**src/rtl/ofm_tx_ctrl_if.sv**
```systemverilog
// FIFO-side bus of the OFM tx packet mover: ctrl/data show-ahead read ports
// plus the tx MAC FIFO write port. The controller is the master.
interface ofm_tx_ctrl_if;
   logic [33:0] ctrl_fifo_rdata;
   logic        ctrl_fifo_empty;
   logic        ctrl_fifo_rden;
   logic [72:0] data_fifo_rdata;
   logic        data_fifo_empty;
   logic        data_fifo_rden;
   logic [72:0] tx_fifo_wdata;
   logic        tx_fifo_wren;
   logic        tx_fifo_afull;

   modport master (
      input  ctrl_fifo_rdata, ctrl_fifo_empty, data_fifo_rdata, data_fifo_empty, tx_fifo_afull,
      output ctrl_fifo_rden, data_fifo_rden, tx_fifo_wdata, tx_fifo_wren
   );

   modport slave (
      output ctrl_fifo_rdata, ctrl_fifo_empty, data_fifo_rdata, data_fifo_empty, tx_fifo_afull,
      input  ctrl_fifo_rden, data_fifo_rden, tx_fifo_wdata, tx_fifo_wren
   );
endinterface

```
**src/rtl/ofm_tx_ctrl.sv**
```systemverilog
// OFM tx packet mover (tx_clk domain). Pops one ctrl word per packet, then
// forwards data words up to tlast into the tx MAC FIFO. Dropped packets are
// consumed silently, runaway packets are truncated with a forced tlast and
// the remainder drained. Byte length is checked against the summed tkeep.
module ofm_tx_ctrl #(
   parameter int C_MAX_WORDS = 1125,
   parameter int C_CNT_W     = 32
) (
   input  logic               tx_clk,
   input  logic               sys_rst,
   ofm_tx_ctrl_if.master      bus,
   output logic               busy,
   output logic [C_CNT_W-1:0] pkt_cnt,
   output logic [C_CNT_W-1:0] drop_cnt,
   output logic [C_CNT_W-1:0] err_cnt
);

   localparam int WC_W = $clog2(C_MAX_WORDS + 1);
   localparam logic [WC_W-1:0] LAST_IDX = WC_W'(C_MAX_WORDS - 1);

   typedef enum logic [1:0] {
      IDLE  = 2'd0,
      XFER  = 2'd1,
      DROP  = 2'd2,
      DRAIN = 2'd3
   } state_t;

   state_t          state;
   state_t          next_state;
   logic            ctrl_rden;
   logic            data_rden;
   logic [15:0]     len;
   logic [15:0]     byte_cnt;
   logic [WC_W-1:0] word_cnt;
   logic [72:0]     wdata;
   logic            wren;

   logic [72:0]     data_word;
   logic            word_last;
   logic [15:0]     byte_sum;
   logic            runaway;
   logic            ctrl_unused;

   // number of valid bytes flagged by a tkeep byte mask
   function automatic logic [3:0] popcount8(input logic [7:0] v);
      logic [3:0] n;
      n = 4'd0;
      for (int i = 0; i < 8; i++) begin
         n = n + {3'd0, v[i]};
      end
      return n;
   endfunction

   assign data_word   = bus.data_fifo_rdata;
   assign word_last   = data_word[72];
   assign byte_sum    = byte_cnt + 16'(popcount8(data_word[71:64]));
   // word_cnt counts words already moved, so this is the C_MAX_WORDS-th word
   assign runaway     = (word_cnt == LAST_IDX) && !word_last;
   assign ctrl_unused = ^bus.ctrl_fifo_rdata[33:17];

   assign bus.ctrl_fifo_rden = ctrl_rden;
   assign bus.data_fifo_rden = data_rden;
   assign bus.tx_fifo_wdata  = wdata;
   assign bus.tx_fifo_wren   = wren;

   // state register and registered busy flag
   always_ff @(posedge tx_clk) begin
      if (sys_rst) begin
         state <= IDLE;
         busy  <= 1'b0;
      end else begin
         state <= next_state;
         busy  <= (next_state != IDLE);
      end
   end

   // next-state decode
   always_comb begin
      next_state = state;
      case (state)
         IDLE: begin
            if (ctrl_rden) begin
               next_state = bus.ctrl_fifo_rdata[16] ? DROP : XFER;
            end else begin
               next_state = IDLE;
            end
         end
         XFER: begin
            if (data_rden && word_last) begin
               next_state = IDLE;
            end else if (data_rden && runaway) begin
               next_state = DRAIN;
            end else begin
               next_state = XFER;
            end
         end
         DROP, DRAIN: begin
            if (data_rden && word_last) begin
               next_state = IDLE;
            end else begin
               next_state = state;
            end
         end
         default: next_state = IDLE;
      endcase
   end

   // FIFO pop strobes; never asserted on an empty FIFO or during reset
   always_comb begin
      ctrl_rden = 1'b0;
      data_rden = 1'b0;
      if (sys_rst) begin
         ctrl_rden = 1'b0;
         data_rden = 1'b0;
      end else begin
         case (state)
            IDLE:        ctrl_rden = ~bus.ctrl_fifo_empty;
            XFER:        data_rden = ~bus.data_fifo_empty & ~bus.tx_fifo_afull;
            DROP, DRAIN: data_rden = ~bus.data_fifo_empty;
            default: begin
               ctrl_rden = 1'b0;
               data_rden = 1'b0;
            end
         endcase
      end
   end

   // datapath: ctrl latch, tx word register, per-packet and statistics counters
   always_ff @(posedge tx_clk) begin
      if (sys_rst) begin
         len      <= 16'd0;
         byte_cnt <= 16'd0;
         word_cnt <= '0;
         wdata    <= 73'd0;
         wren     <= 1'b0;
         pkt_cnt  <= '0;
         drop_cnt <= '0;
         err_cnt  <= '0;
      end else begin
         wren <= 1'b0;
         if (ctrl_rden) begin
            len      <= bus.ctrl_fifo_rdata[15:0];
            byte_cnt <= 16'd0;
            word_cnt <= '0;
         end else if (state == XFER && data_rden) begin
            wdata    <= {word_last | runaway, data_word[71:0]};
            wren     <= 1'b1;
            byte_cnt <= byte_sum;
            word_cnt <= word_cnt + WC_W'(1);
            if (word_last) begin
               pkt_cnt <= pkt_cnt + C_CNT_W'(1);
               if (byte_sum != len) begin
                  err_cnt <= err_cnt + C_CNT_W'(1);
               end
            end else if (runaway) begin
               pkt_cnt <= pkt_cnt + C_CNT_W'(1);
               err_cnt <= err_cnt + C_CNT_W'(1);
            end
         end
         if (state == DROP && data_rden && word_last) begin
            drop_cnt <= drop_cnt + C_CNT_W'(1);
         end
      end
   end

endmodule

```
**src/flat_wrapper.sv**
```systemverilog
// flat-port wrapper written by rule: the top's interface ports become plain ports
module ofm_tx_ctrl_flat 
#(
   parameter int C_MAX_WORDS = 1125,
   parameter int C_CNT_W     = 32
)
  (tx_clk, sys_rst, busy, pkt_cnt, drop_cnt, err_cnt, bus_ctrl_fifo_rdata, bus_ctrl_fifo_empty, bus_data_fifo_rdata, bus_data_fifo_empty, bus_tx_fifo_afull, bus_ctrl_fifo_rden, bus_data_fifo_rden, bus_tx_fifo_wdata, bus_tx_fifo_wren);
  ofm_tx_ctrl_if bus_i ();
  input  logic tx_clk;
  input  logic sys_rst;
  output logic busy;
  output logic [C_CNT_W-1:0] pkt_cnt;
  output logic [C_CNT_W-1:0] drop_cnt;
  output logic [C_CNT_W-1:0] err_cnt;
  input wire logic [$bits(bus_i.ctrl_fifo_rdata)-1:0] bus_ctrl_fifo_rdata;
  input wire logic [$bits(bus_i.ctrl_fifo_empty)-1:0] bus_ctrl_fifo_empty;
  input wire logic [$bits(bus_i.data_fifo_rdata)-1:0] bus_data_fifo_rdata;
  input wire logic [$bits(bus_i.data_fifo_empty)-1:0] bus_data_fifo_empty;
  input wire logic [$bits(bus_i.tx_fifo_afull)-1:0] bus_tx_fifo_afull;
  output wire logic [$bits(bus_i.ctrl_fifo_rden)-1:0] bus_ctrl_fifo_rden;
  output wire logic [$bits(bus_i.data_fifo_rden)-1:0] bus_data_fifo_rden;
  output wire logic [$bits(bus_i.tx_fifo_wdata)-1:0] bus_tx_fifo_wdata;
  output wire logic [$bits(bus_i.tx_fifo_wren)-1:0] bus_tx_fifo_wren;
  assign bus_i.ctrl_fifo_rdata = bus_ctrl_fifo_rdata;
  assign bus_i.ctrl_fifo_empty = bus_ctrl_fifo_empty;
  assign bus_i.data_fifo_rdata = bus_data_fifo_rdata;
  assign bus_i.data_fifo_empty = bus_data_fifo_empty;
  assign bus_i.tx_fifo_afull = bus_tx_fifo_afull;
  assign bus_ctrl_fifo_rden = bus_i.ctrl_fifo_rden;
  assign bus_data_fifo_rden = bus_i.data_fifo_rden;
  assign bus_tx_fifo_wdata = bus_i.tx_fifo_wdata;
  assign bus_tx_fifo_wren = bus_i.tx_fifo_wren;
  ofm_tx_ctrl #(.C_MAX_WORDS(C_MAX_WORDS), .C_CNT_W(C_CNT_W)) u_core (.tx_clk(tx_clk), .sys_rst(sys_rst), .bus(bus_i), .busy(busy), .pkt_cnt(pkt_cnt), .drop_cnt(drop_cnt), .err_cnt(err_cnt));
endmodule
```
**config.mk**
```make
export PLATFORM = sky130hd
export DESIGN_NAME = ofm_tx_ctrl_flat
export DESIGN_NICKNAME = d
export VERILOG_FILES = /design/src/rtl/ofm_tx_ctrl_if.sv /design/src/rtl/ofm_tx_ctrl.sv /design/src/flat_wrapper.sv
export SDC_FILE = /design/constraint.sdc
export NUM_CORES = 1
export LEC_CHECK = 0
export CORE_UTILIZATION = 47
export CTS_CLUSTER_DIAMETER = 60
export CTS_CLUSTER_SIZE = 16
export DETAILED_ROUTE_END_ITERATION = 8
export HOLD_SLACK_MARGIN = 0.03
export PLACE_DENSITY = 0.91
export SLEW_MARGIN = 10
export SYNTH_ARGS = -nofsm -noshare
export SYNTH_HDL_FRONTEND = slang
export SYNTH_SLANG_ARGS = --single-unit
```
**constraint.sdc**
```tcl
create_clock -name tx_clk -period 7.3 [get_ports tx_clk]
set_input_delay 1.46 -clock tx_clk [delete_from_list [all_inputs] [get_ports tx_clk]]
set_output_delay 1.46 -clock tx_clk [all_outputs]
set_load 0.005 [all_outputs]
```
---- After elaboration in Yosys (flattened, before gate mapping) ----
Cells that the tools add are included.
storage, ports and cells
  output and inout port bits .............. 173
  bits in registers ....................... 216
  input port bits ......................... 112
  logic and storage cells ................. 65
operators by class
  equality and inequality tests ........... 6
  bitwise operators ....................... 6
  add/sub/neg operators ................... 12
  reductions and logical operators ........ 15
  mux-type cells .......................... 16
operators with widths
  operator                                                               count
  32-bit two-way mux                                                     5
  32-bit by 1-bit adder with 32-bit output, second input constant        3
  4-bit by 1-bit adder with 4-bit output                                 6
  16-bit by 4-bit adder with 16-bit output                               1
  16-bit != test                                                         1
  11-bit by 1-bit adder with 11-bit output, second input constant        1
  11-bit equality test, second input constant                            1
  2-bit two-way mux                                                      5
  1-bit logical AND                                                      6
  2-bit case mux with 3 select lines                                     1
  2-bit equality test, second input constant                             2
  1-bit two-way mux                                                      4
  1-bit NOT                                                              4
  4-bit AND reduction                                                    1
  2-bit nonzero test                                                     2
  2-bit OR reduction                                                     2
  3-bit AND reduction                                                    1
  1-bit by 1-bit adder with 2-bit output                                 1
  2-bit by 1-bit equality test with 1-bit output, second input constant  1
  2-bit logical NOT                                                      1
  2-bit by 1-bit != test with 1-bit output, second input constant        1
  1-bit case mux with 2 select lines                                     1
  2-bit AND reduction                                                    1
  1-bit bitwise AND                                                      1
  other kinds (2)                                                        2

---- Depth between registers and ports, before layout ----
  depth after elaboration ................. 11
  mapped depth ............................ 21

---- Worst setup path after synthesis ----
OpenSTA, ideal clock, no wires.
  path type ............................... input to register
  from .................................... input bus_data_fifo_rdata[64]
  to ...................................... register u_core.err_cnt[31]
  stages .................................. 18
  path buffers ............................ 3
  setup slack ............................. 1,302 ps
  arrival ................................. 5,877 ps
  library setup time ...................... 121 ps
  data required time ...................... 7,179 ps
  cells stage by stage .................... ha_1 -> inv_1 -> fa_1 -> fa_1 -> fa_1 -> fa_1 -> fa_1 -> nor2b_1 -> o21ai_1 -> and2_1 -> clkbuf_1 -> o211a_1 -> o221ai_1 -> nor4_2 -> buf_4 -> buf_6 -> nor4_1 -> mux2_4
between the ends
  word-level cells in the longest chain between the ends .. 11
ends and longest elaborated chain
  element                                               RTL line            RTL
  start, declared                                       flat_wrapper.sv:17  input wire logic [$bits(bus_i.data_fifo_rdata)-1:0] bus_data_fifo_rdata;
  1-bit by 1-bit adder with 2-bit output                ofm_tx_ctrl.sv:49   n = n + {3'd0, v[i]};
  4-bit by 1-bit adder with 4-bit output (6 in series)  ofm_tx_ctrl.sv:49
  16-bit by 4-bit adder with 16-bit output              ofm_tx_ctrl.sv:56   assign byte_sum = byte_cnt + 16'(popcount8(data_word[71:64]));
  16-bit != test                                        ofm_tx_ctrl.sv:152  if (byte_sum != len) begin
  2-bit by 1-bit != test with 1-bit output (no line)    -
  4-bit AND reduction (no line)                         -
  end signal, assigned                                  ofm_tx_ctrl.sv:153  err_cnt <= err_cnt + C_CNT_W'(1);
  end signal, assigned                                  ofm_tx_ctrl.sv:157  err_cnt <= err_cnt + C_CNT_W'(1);
  end, declared                                         ofm_tx_ctrl.sv:15   output logic [C_CNT_W-1:0] err_cnt
Every way passes these cells.
A chain may end at the register's enable or synchronous reset.

---- Worst setup path in the final report ----
  from .................................... input bus_data_fifo_rdata[64]
  to ...................................... register u_core.err_cnt[22]
Same word-level chain as after synthesis.

==> qor.tcl <==
set qor(status) {complete, no violations}
set qor(slew_headroom) 0.2519
set qor(viasPerCell) 5.429
set qor(critPathRequiredTime_ns) 7.63
set qor(wirelength_met1_um) 10230
set qor(yosysWarnings) 0
set qor(cts_setup_buffers) 0
set qor(endpoint_kind) {register}
set qor(via_count_of_the_first_global_routing_pass) 8308
set qor(total_power_w) 0.002504
set qor(hold-path-endpoint) {u_core.bus.tx_fifo_wdata[30]$_SDFFE_PP0P_}
set qor(p_per_area_nw_per_um2) 193.2
set qor(synth.most_common_cell) {sky130_fd_sc_hd__dfxtp_1}
set qor(areaGrowthSynthToFinish_pct) 36.17
set qor(initial_utilization) 0.4843
set qor(wl_met2_um) 12770
set qor(cellInternalPower_w) 0.001933
set qor(detailedRoute.firstIterationViolations) 378
set qor(cts.root.buffer_cell) {sky130_fd_sc_hd__clkbuf_16}
set qor(detail_route.wirelength_um) 25730
set qor(power_switching_w) 0.0005710
set qor(synth_fp_nets) 1254
set qor(yosys_register_bits) 216
set qor(grt_start_max_net_pins) 124
set qor(timing.hold.worst_path_depth) 2
set qor(finish.net_count) 1480
set qor(clock.fmax_ghz) 0.1581
set qor(place_congestion) 0.8507
set qor(ant_nets) 0
set qor(synth.top_cell.area_share) 0.4543
set qor(clk_latency_ns) 0.50
set qor(critical_path_class) {in -> reg}
set qor(cts_htree_levels) 1
set qor(fin_tns_setup_ns) 0
set qor(post_synth.cell_area_avg_um2) 8.461
set qor(maxSlewViolCount) 0
set qor(arrival_time_of_the_worst_setup_path_ns) 6.66
set qor(dp_hpwl_um) 18260
set qor(clock_tree_from_tritoncts) {done}
set qor(fraction_of_synthesis_flops_using_an_asynchronous_set_or_reset_pin) 0
set qor(setup_viol_count_final) 0
set qor(io_count) 285
set qor(post_drt_wl_per_cell_um) 15.81
set qor(power.share.clock) 0.439
set qor(mappedNetlistArea_um2) 9519
set qor(n_antenna_cell) 0
set qor(maxCapViolCount) 0
set qor(clock_sinks) 216
set qor(min_period_ns) 6.323
set qor(vias) 8833
set qor(grt_setup_unrepaired) {false}
set qor(detailedRoute.firstPassIterationCount) 5
set qor(finClkSkew_ns) 0.01388
set qor(die_outline_area_um2) 20830
set qor(postLayoutCoreUtil) 0.6595
set qor(seq_pwr_share) 0.482
set qor(worstPathMaxFanout) 51
set qor(fp-row-count) 51
set qor(routed-wl-met3_um) 2118
set qor(top_flip_flop_cell_by_instance_count_after_synthesis) {sky130_fd_sc_hd__dfxtp_1}
set qor(port_buffer_count) 267
set qor(timing.reg2reg.setup_slack_ns) 3.66
set qor(switching_share) 0.2280
set qor(synth_enable_flop_cells) 0
set qor(grt_pass1_wl_um) 40210
set qor(synth_top_area_cell) {sky130_fd_sc_hd__dfxtp_1}
set qor(cell_count_after_synthesis) 1125
set qor(startpoint_type) {primary input}
set qor(combPwrFrac) 0.079
set qor(count_of_final_hold_check_violations) 0
set qor(synthTopCellsByArea) {sky130_fd_sc_hd__dfxtp_1 45%, sky130_fd_sc_hd__nand2_1 7.9%, sky130_fd_sc_hd__xor2_1 5.4%}
set qor(worst_reg_to_reg_path_cell_count) 9
set qor(number_of_antenna_violations_at_the_first_check_in_global_routing) 0
set qor(drt_drc_violations_left) 0
set qor(number_of_unique_standard_cell_types_used_by_synthesis) 58
set qor(clk_transition_reported_paths_ns) 0.07
set qor(cts_hold_buf) 0
set qor(cts-root-to-sink-buffers) 3
set qor(synth_commonest_cells) {216 x sky130_fd_sc_hd__dfxtp_1, 200 x sky130_fd_sc_hd__nand2_1, 98 x sky130_fd_sc_hd__nor2_1}
set qor(die_w_um) 144.3
set qor(hold_start) {u_core.bus.tx_fifo_wdata[30]$_SDFFE_PP0P_}
set qor(ctsResizeCount) 0
set qor(leakagePower_nw) 4.480
set qor(critical_path.reg2reg.endpoint) {u_core.pkt_cnt[31]$_SDFFE_PP0P_}
set qor(standard_cell_core_area_um2) 19650
set qor(route.top_layer_used) {met4}
set qor(synth.yosys.seq_area_share) 0.4543
set qor(drive_above_1_share) 0.04846
set qor(worst_slew_pin_slew_ns) 1.118
set qor(die_y_um) 144.3
set qor(cts-buffers-inserted) 20
set qor(r2r-start) {u_core.state[0]$_SDFF_PP0_}
set qor(final.period_utilization) 0.8662
set qor(worstHoldPathType) {reg -> reg}
set qor(global_route_usage_sum) 0.2392
set qor(grt-ovfl-total) 0
set qor(vdd_ir_drop_max_v) 0.0001737
-- per-layer routing --
layer / track usage / up-vias
li1: - / 4315
met1: 0.2730 / 4159
met2: 0.4332 / 321
met3: 0.06689 / 38
met4: 0.06537 / 0
met5: 0 / -
-- per-stage QoR --
stage                     area [um^2]  instances  worst slack, ns  hold WS [ns]
after CTS                       12960       1627            1.027        0.4613
after global routing            12960       1627           0.7234        0.4752
after global placement          12280       1594           0.6323        0.4412
after detailed placement        12280       1594           0.5050        0.4514
after floorplan                  9519       1125            1.302        0.4406
final                           12960       1627           0.9767        0.4584
-- power by group through the flow --
stage               clock (W)  sequential, W  combinational, W
floorplan                   0        0.00123          0.000101
detailed placement          0        0.00123          0.000197
CTS                   0.00112        0.00121          0.000198
finish                0.00110        0.00121          0.000197
global route          0.00117        0.00121          0.000215
global placement            0        0.00123          0.000191
-- critical path, stage by stage --
cell	delay, ns
sky130_fd_sc_hd__clkdlybuf4s50_1	0.44
sky130_fd_sc_hd__ha_1	0.29
sky130_fd_sc_hd__inv_1	0.04
sky130_fd_sc_hd__fa_1	0.50
sky130_fd_sc_hd__fa_1	0.44
sky130_fd_sc_hd__fa_1	0.42
sky130_fd_sc_hd__fa_1	0.40
sky130_fd_sc_hd__xnor2_1	0.15
sky130_fd_sc_hd__ha_1	0.33
sky130_fd_sc_hd__nor2b_1	0.15
sky130_fd_sc_hd__o21ai_1	0.23
sky130_fd_sc_hd__a21oi_1	0.16
sky130_fd_sc_hd__or3_1	0.36
sky130_fd_sc_hd__a32o_1	0.31
sky130_fd_sc_hd__nor4_4	0.47
sky130_fd_sc_hd__buf_12	0.28
sky130_fd_sc_hd__or4_1	0.15
sky130_fd_sc_hd__a21oi_1	0.07
-- cells by family after synthesis --
kind of cell | count (synthesis) | share of synthesized area
flip-flops | 216 | 0.4543
adder cells (fa/ha/maj) | 17 | 0.02629
buffers and inverters | 98 | 0.04482
XOR/XNOR | 98 | 0.09017
AND/OR/NAND/NOR | 498 | 0.2563
AO/OA/AOI/OAI | 195 | 0.1239
multiplexers | 3 | 0.004206
-- flip-flops by register name, indices dropped and copies added, names as in the netlist --
register / flops
u_core.err_cnt: 32
u_core.busy: 1
u_core.len: 16
u_core.bus.tx_fifo_wdata: 73
u_core.state: 2
u_core.word_cnt: 11
u_core.byte_cnt: 16
u_core.pkt_cnt: 32
u_core.bus.tx_fifo_wren: 1
u_core.drop_cnt: 32
-- cell type report --
type	instances	area (um^2)
repair buffers	273	2728
fillers	1572	6691
flip-flops and latches	216	4324
inverters	29	111.4
clock inverters	8	113.9
multi-input cells	811	4783
clock buffers	25	570.5
well taps	265	331.6
-- placed cells by master, fill, tap and decap left out, types with 4 or more instances in the layout --
cell / synthesis / layout
sky130_fd_sc_hd__and3_1: 25 / 25
sky130_fd_sc_hd__o21ai_0: 87 / 87
sky130_fd_sc_hd__and2_1: 9 / 9
sky130_fd_sc_hd__inv_1: 27 / 27
sky130_fd_sc_hd__ha_1: 12 / 12
sky130_fd_sc_hd__o31ai_1: 20 / 20
sky130_fd_sc_hd__buf_4: 3 / 6
sky130_fd_sc_hd__clkbuf_16: 0 / 21
sky130_fd_sc_hd__dfxtp_1: 216 / 216
sky130_fd_sc_hd__nand3_1: 55 / 55
sky130_fd_sc_hd__a21oi_1: 42 / 42
sky130_fd_sc_hd__nor4_1: 5 / 4
sky130_fd_sc_hd__xnor2_1: 39 / 39
sky130_fd_sc_hd__nand2_1: 200 / 200
sky130_fd_sc_hd__o41ai_1: 5 / 5
sky130_fd_sc_hd__clkdlybuf4s50_1: 0 / 266
sky130_fd_sc_hd__or4_1: 21 / 21
sky130_fd_sc_hd__nor2_1: 98 / 98
sky130_fd_sc_hd__a22o_1: 16 / 16
sky130_fd_sc_hd__or3_1: 15 / 15
sky130_fd_sc_hd__or2_2: 7 / 7
sky130_fd_sc_hd__nand4_1: 26 / 26
sky130_fd_sc_hd__o21ai_1: 4 / 4
sky130_fd_sc_hd__nor3_1: 9 / 9
sky130_fd_sc_hd__and4_1: 6 / 6
sky130_fd_sc_hd__xor2_1: 59 / 59
sky130_fd_sc_hd__fa_1: 5 / 5
sky130_fd_sc_hd__nor2b_1: 5 / 5
-- how the worst max path moves through the flow --
stage | startpoint | end | slack, ns | cells past startpoint
after floorplan | bus_data_fifo_rdata[64] | u_core.err_cnt[31]$_SDFFE_PP0P_ | 1.30 | 18
after global placement | bus_data_fifo_rdata[64] | u_core.err_cnt[26]$_SDFFE_PP0P_ | 0.63 | 18
after detailed placement | bus_data_fifo_rdata[64] | u_core.err_cnt[24]$_SDFFE_PP0P_ | 0.51 | 18
after CTS | bus_data_fifo_rdata[64] | u_core.err_cnt[24]$_SDFFE_PP0P_ | 1.03 | 18
after global routing | bus_data_fifo_rdata[64] | u_core.err_cnt[22]$_SDFFE_PP0P_ | 0.72 | 18
final | bus_data_fifo_rdata[64] | u_core.err_cnt[22]$_SDFFE_PP0P_ | 0.98 | 18
Power figures use the tool's default switching activity.
